==> src/rtl/excess3_pkg.sv <==
// Shared constants, error-bit indices and state encoding for the excess-3
// frame accumulator slice.
package excess3_pkg;

  localparam logic [3:0] E3_OFFSET = 4'd3;
  localparam logic [3:0] E3_MIN    = 4'd3;
  localparam logic [3:0] E3_MAX    = 4'd12;

  localparam int ERR_CODE = 0;
  localparam int ERR_OVF  = 1;

  typedef enum logic [0:0] {
    ST_ACC  = 1'b0,
    ST_HOLD = 1'b1
  } state_t;

endpackage

==> src/rtl/excess3_frame_accumulator_if.sv <==
// Digit-in / result-out stream bundle for the excess-3 frame accumulator.
// The slave side is the accumulator, the master side feeds digits and drains results.
interface excess3_frame_accumulator_if #(
  parameter int OUT_W = 14,
  parameter int CW    = 4
);
  logic             in_valid;
  logic             in_ready;
  logic [3:0]       in_digit;
  logic             in_last;
  logic             out_valid;
  logic             out_ready;
  logic [OUT_W-1:0] out_value;
  logic [CW-1:0]    out_ndig;
  logic [1:0]       out_err;

  modport master (
    output in_valid, in_digit, in_last, out_ready,
    input  in_ready, out_valid, out_value, out_ndig, out_err
  );

  modport slave (
    input  in_valid, in_digit, in_last, out_ready,
    output in_ready, out_valid, out_value, out_ndig, out_err
  );
endinterface

==> src/rtl/excess3_digit_check.sv <==
// Combinational excess-3 digit validator/decoder: illegal codes decode to 0
// with legal deasserted.
module excess3_digit_check
  import excess3_pkg::*;
(
  input  logic [3:0] code,
  output logic [3:0] d,
  output logic       legal
);

  // range check and offset removal
  always_comb begin
    d     = 4'd0;
    legal = 1'b0;
    if ((code >= E3_MIN) && (code <= E3_MAX)) begin
      legal = 1'b1;
      d     = code - E3_OFFSET;
    end else begin
      legal = 1'b0;
      d     = 4'd0;
    end
  end

endmodule

==> src/rtl/excess3_frame_accumulator.sv <==
// Accumulates an MSD-first excess-3 digit frame into a binary value and holds
// the result with sticky error flags until the downstream consumes it.
module excess3_frame_accumulator
  import excess3_pkg::*;
#(
  parameter int NDIG  = 4,
  parameter int OUT_W = 14
) (
  input logic                    clk,
  input logic                    rst,
  excess3_frame_accumulator_if.slave bus
);

  localparam int CW = $clog2(NDIG + 1) + 1;
  localparam logic [CW-1:0] CNT_MAX = CW'(NDIG);
  localparam logic [CW-1:0] CNT_SAT = CW'(NDIG + 1);

  state_t           state;
  state_t           state_next;
  logic [OUT_W-1:0] acc;
  logic [OUT_W-1:0] acc_upd;
  logic [CW-1:0]    cnt;
  logic [CW-1:0]    cnt_upd;
  logic [1:0]       err;
  logic [1:0]       err_upd;
  logic [3:0]       d;
  logic             legal;
  logic             accept;

  excess3_digit_check u_check (
    .code  (bus.in_digit),
    .d     (d),
    .legal (legal)
  );

  // handshake strobes decode straight from the state flop, so no out_ready -> in_ready path
  assign bus.in_ready  = (state == ST_ACC);
  assign bus.out_valid = (state == ST_HOLD);
  assign accept        = bus.in_valid && bus.in_ready;

  // state register
  always_ff @(posedge clk or posedge rst) begin
    if (rst) begin
      state <= ST_ACC;
    end else begin
      state <= state_next;
    end
  end

  // next-state logic
  always_comb begin
    state_next = state;
    case (state)
      ST_ACC: begin
        if (accept && bus.in_last) state_next = ST_HOLD;
        else                       state_next = ST_ACC;
      end
      ST_HOLD: begin
        if (bus.out_ready) state_next = ST_ACC;
        else               state_next = ST_HOLD;
      end
      default: state_next = ST_ACC;
    endcase
  end

  // accumulator candidate for the current beat; acc freezes once NDIG digits are in
  always_comb begin
    acc_upd = acc;
    cnt_upd = cnt;
    err_upd = err;
    if (!legal) err_upd[ERR_CODE] = 1'b1;
    else        err_upd[ERR_CODE] = err[ERR_CODE];
    if (cnt < CNT_MAX) begin
      acc_upd = (acc << 3) + (acc << 1) + OUT_W'(d);
      cnt_upd = cnt + CW'(1'b1);
    end else begin
      err_upd[ERR_OVF] = 1'b1;
      cnt_upd          = CNT_SAT;
    end
  end

  // frame datapath and result capture
  always_ff @(posedge clk or posedge rst) begin
    if (rst) begin
      acc           <= {OUT_W{1'b0}};
      cnt           <= {CW{1'b0}};
      err           <= 2'b00;
      bus.out_value <= {OUT_W{1'b0}};
      bus.out_ndig  <= {CW{1'b0}};
      bus.out_err   <= 2'b00;
    end else if (accept) begin
      acc <= acc_upd;
      cnt <= cnt_upd;
      err <= err_upd;
      if (bus.in_last) begin
        bus.out_value <= acc_upd;
        bus.out_ndig  <= cnt_upd;
        bus.out_err   <= err_upd;
      end
    end else if (bus.out_valid && bus.out_ready) begin
      acc <= {OUT_W{1'b0}};
      cnt <= {CW{1'b0}};
      err <= 2'b00;
    end
  end

endmodule

==> src/flat_wrapper.sv <==
// flat-port wrapper written by rule: the top's interface ports become plain ports
module excess3_frame_accumulator_flat import excess3_pkg::*;
#(
  parameter int NDIG  = 4,
  parameter int OUT_W = 14
)
  (clk, rst, bus_in_valid, bus_in_digit, bus_in_last, bus_out_ready, bus_in_ready, bus_out_valid, bus_out_value, bus_out_ndig, bus_out_err);
  excess3_frame_accumulator_if #(.OUT_W(OUT_W), .CW(($clog2(NDIG + 1) + 1))) bus_i ();
  input logic clk;
  input logic rst;
  input wire logic [$bits(bus_i.in_valid)-1:0] bus_in_valid;
  input wire logic [$bits(bus_i.in_digit)-1:0] bus_in_digit;
  input wire logic [$bits(bus_i.in_last)-1:0] bus_in_last;
  input wire logic [$bits(bus_i.out_ready)-1:0] bus_out_ready;
  output wire logic [$bits(bus_i.in_ready)-1:0] bus_in_ready;
  output wire logic [$bits(bus_i.out_valid)-1:0] bus_out_valid;
  output wire logic [$bits(bus_i.out_value)-1:0] bus_out_value;
  output wire logic [$bits(bus_i.out_ndig)-1:0] bus_out_ndig;
  output wire logic [$bits(bus_i.out_err)-1:0] bus_out_err;
  assign bus_i.in_valid = bus_in_valid;
  assign bus_i.in_digit = bus_in_digit;
  assign bus_i.in_last = bus_in_last;
  assign bus_i.out_ready = bus_out_ready;
  assign bus_in_ready = bus_i.in_ready;
  assign bus_out_valid = bus_i.out_valid;
  assign bus_out_value = bus_i.out_value;
  assign bus_out_ndig = bus_i.out_ndig;
  assign bus_out_err = bus_i.out_err;
  excess3_frame_accumulator #(.NDIG(NDIG), .OUT_W(OUT_W)) u_core (.clk(clk), .rst(rst), .bus(bus_i));
endmodule
==> config.mk <==
export PLATFORM = sky130hd
export DESIGN_NAME = excess3_frame_accumulator_flat
export DESIGN_NICKNAME = d
export VERILOG_FILES = /design/src/rtl/excess3_pkg.sv /design/src/rtl/excess3_frame_accumulator_if.sv /design/src/rtl/excess3_digit_check.sv /design/src/rtl/excess3_frame_accumulator.sv /design/src/flat_wrapper.sv
export SDC_FILE = /design/constraint.sdc
export NUM_CORES = 1
export LEC_CHECK = 0
export ABC_AREA = 1
export CORE_MARGIN = 2
export CORE_UTILIZATION = 55
export CTS_CLUSTER_SIZE = 16
export DETAILED_ROUTE_END_ITERATION = 16
export PLACE_DENSITY_LB_ADDON = 0.12
export SLEW_MARGIN = 30
export SYNTH_ARGS = -nofsm -noshare
export SYNTH_HDL_FRONTEND = slang
export SYNTH_SLANG_ARGS = --single-unit
==> constraint.sdc <==
create_clock -name clk -period 2.8 [get_ports clk]
set_input_delay 0.42 -clock clk [delete_from_list [all_inputs] [get_ports clk]]
set_output_delay 0.42 -clock clk [all_outputs]
set_load 0.05 [all_outputs]
==> summary.md <==
| Metric | Value |
|---|---|
| Worst Path Arrival | 2.71 ns |
| Hold endpoint | u_core.bus.out_ndig[3] |
| Synth Cell Area | 2620 um2 |
| Initial antenna violation count | 0 |
| Area grow syn2layout | 20.1% |
| Cts-stage hold buffer count | 0 |
| Crit share post-route | 90.4% |
| Vias in the first global route | 2186 |
| Skew final | 0.00595 ns |
| Clock sink count | 41 |
| Worst skew pair latency | 0.29 ns |
| CTS tree | built |
| Initial Util | 56.3% |
| Fin area | 3150 um2 |
| Power density cells | 1280 nW/um2 |
| Setup CP Type | in -> reg |
| Biggest area consumer among synthesized cells | dfrtp_1 |
| First-pass GRT wire length | 9.56 mm |
| Clock-pin transition on the worst setup and hold timing paths | 0.08 ns |
| CP delay by family, top | adder cells |
| Synth cell types | 25 |
| Routability cong. | 0.811 |
| Peak supply drop | 0.000766 V |
| Slew HR | 65.1% |
| Critical path's most frequent cell | ha_1 |
| Total CTS buffers | 5 |
| GR Util All Layers | 22.7% |
| Clk buf depth | 2 |
| Share of layout cells above drive strength 1 | 10.4% |
| Clk Tree Root Cell | clkbuf_8 |
| WL final | 5.67 mm |
| DP HPWL | 4.30 mm |
| Setup crit start kind | input pin |
| DRC viols | 0 |
| Top cells by area, synth | dfrtp_1 39%, nand2_1 17%, ha_1 12%, inv_1 6.3%, nand3_1 6.1% |
| Mapped Cells | 347 |
| Placed Area | 3000 um2 |
| Hold Path Stages | 2 |
| Post-route ant nets | 0 |
| Final Power | 4030 uW |
| Yosys top cell area share | 39.1% |
| Avg WL per Cell | 12.9 um |
| Final hold vios | 0 |
| Leakage power | 0.00173 uW |
| # setup viols final | 0 |
| Hold WC Path Type | reg -> reg |
| RSZ-0062 raised after global routing | false |
| Crit path buf inv count | 2 |
| Die H | 73.1 um |
| Asr flop ratio synth | 100% |
| Fmax | 0.395 GHz |
| Critical Path Max Stage Delay | 0.41 ns |
| Row count | 25 |
| Endpoint class of the critical path | flop |
| Post-synthesis sequential area ratio | 39.1% |
| Commonest cells post-synth | 116 x nand2_1, 44 x inv_1, 41 x dfrtp_1 |
| Core Area | 4660 um2 |
| Max Cap Viol | 0 |
| R2R Path Start | u_core.acc[0] |
| Hold WS | 0.467 ns |
| Setup TNS | 0 ns |
| Top_reg_cell synth | dfrtp_1 |
| CP required | 2.98 ns |
| Post-synth EDFFs | 0 |
| Synthesized net count | 383 |
| Yosys reg bits | 41 |
| Initial DRC count | 145 |
| Tightest Pin Transition | 0.522 ns |
| Synthesized area per cell | 7.56 um2 |
| Total gr overflow | 0 |
| Via count | 2331 |
| R2R cell count | 11 |
| Critical path fanouts, max | 3 |
| Vias per cell | 5.30 |
| Run status | completed |
| Reg2Reg Setup Slack | 0.61 ns |
| Top-count cell post-synth | nand2_1 |
| # port buffers | 30 |
| Yosys warns | 0 |
| ANT cells | 0 |
| H-tree Lvls | 2 |
| Largest net degree at the start of global routing | 42 |
| Slew Limit Fails | 0 |
| # IOs | 31 |
| Nets | 422 |
| Pre-Repair DR Iteration Count | 4 |
| Reg2reg end | u_core.bus.out_value[8] |
| DIE AREA | 5340 um2 |
| Worst path cell trace | clkbuf_2 -> inv_1 -> ha_1 -> nand3b_1 -> nand2_1 -> a21oi_1 -> ha_1 -> ha_1 -> fa_2 -> nand2_2 -> nand3_2 -> nand3_2 -> a21oi_1 -> nand3b_1 -> nand3_1 -> nand2_1 |
| Period minus WS final | 2.53 ns |
| Hold Startpoint | u_core.bus.out_ndig[3] |
| Slowest CP cell | fa_2 |
| Die width | 73.1 um |
[routing by layer]
layer | GRT usage, % | share of wire [%]
met4 | 8.23 | 3.1
met2 | 36.7 | 47
met5 | 0 | 0
met3 | 4.01 | 3.6
met1 | 30.4 | 46
[cells by family (layout without fill, tap and decap cells)]
family | count (synthesis) | in the layout | share of synthesized area [%]
flops | 41 | 41 | 39.1
xor+xnor | 4 | 4 | 1.34
fa+ha+maj | 27 | 27 | 13.5
buf+inv | 53 | 92 | 8.35
simple gates | 183 | 183 | 30.0
compound gates | 39 | 39 | 7.78
[placed cells by master, fill, tap and decap left out, types with 2 or more instances in the layout]
cell type        netlist  final
nand2_1              116    114
inv_1                 44     43
dfrtp_1               41     41
nand3_1               32     29
clkdlybuf4s50_1        0     26
ha_1                  25     24
o21ai_0               19     18
nor2_1                17     17
a21oi_1               10      9
buf_4                  0      9
nand2_2                3      5
or2_2                  5      5
o22ai_1                5      5
clkbuf_8               0      5
nand3_2                1      4
nand3b_1               4      4
o21ai_1                4      4
inv_2                  2      3
nand4_1                3      3
xor2_1                 3      3
clkbuf_2               0      2
[per-stage QoR]
step                cells  util [%]  setup slack, ns
floorplan             347         -            0.190
detailed placement    432      64.5           -0.473
global route          440      67.6           0.0843
global placement      432      64.5           -0.398
finish                440      67.6            0.269
CTS                   440      67.0           0.0344
[what timing repair did]
action / CTS / global route
buffers inserted: 1 / 0
setup endpoints to repair: 20 / 20
pin swaps: 3 / 3
cloned: 0 / 0
gates resized for setup: 8 / 11
[worst max path at each step]
| stage | slack [ns] | depth (start not counted) | to | from |
|---|---|---|---|---|
| 6_report | 0.27 | 16 | u_core.bus.out_value[8] | bus_in_digit[0] |
| 5_1_grt | 0.08 | 18 | u_core.acc[9] | bus_in_digit[0] |
| 4_1_cts | 0.03 | 16 | u_core.acc[8] | bus_in_digit[3] |
| 3_5_place_dp | -0.47 | 17 | u_core.bus.out_value[8] | bus_in_digit[0] |
| 3_3_place_gp | -0.40 | 17 | u_core.bus.out_value[6] | bus_in_digit[0] |
| 2_1_floorplan | 0.19 | 16 | u_core.acc[6] | bus_in_digit[0] |
[area by class of cell]
class,instances,area (um2)
Sequential cell,41,1030
Tap cell,54,67.6
Timing Repair Buffer,39,359
Clock inverter,2,35.0
Multi-Input combinational cell,253,1420
Inverter,46,173
Fill cell,404,1510
Clock buffer,5,68.8
[tightest hold or removal path: stages, from the launching register on]
cell and delay [ns]:
dfrtp_1 0.35, nand2_1 0.05, inv_1 0.04
[registers in the layout (all words and copies together) (netlist names)]
signal	cells
u_core.acc	14
u_core.bus.out_value	14
u_core.bus.out_ndig	4
u_core.cnt	4
u_core.bus.out_err	2
u_core.err	2
u_core.bus.out_valid	1
[power by group]
part | internal [uW] | switching [uW]
registers | 831 | 170
logic | 916 | 1670
clock network | 259 | 193
total | 2010 | 2030
(Power assumes the default switching activity.)
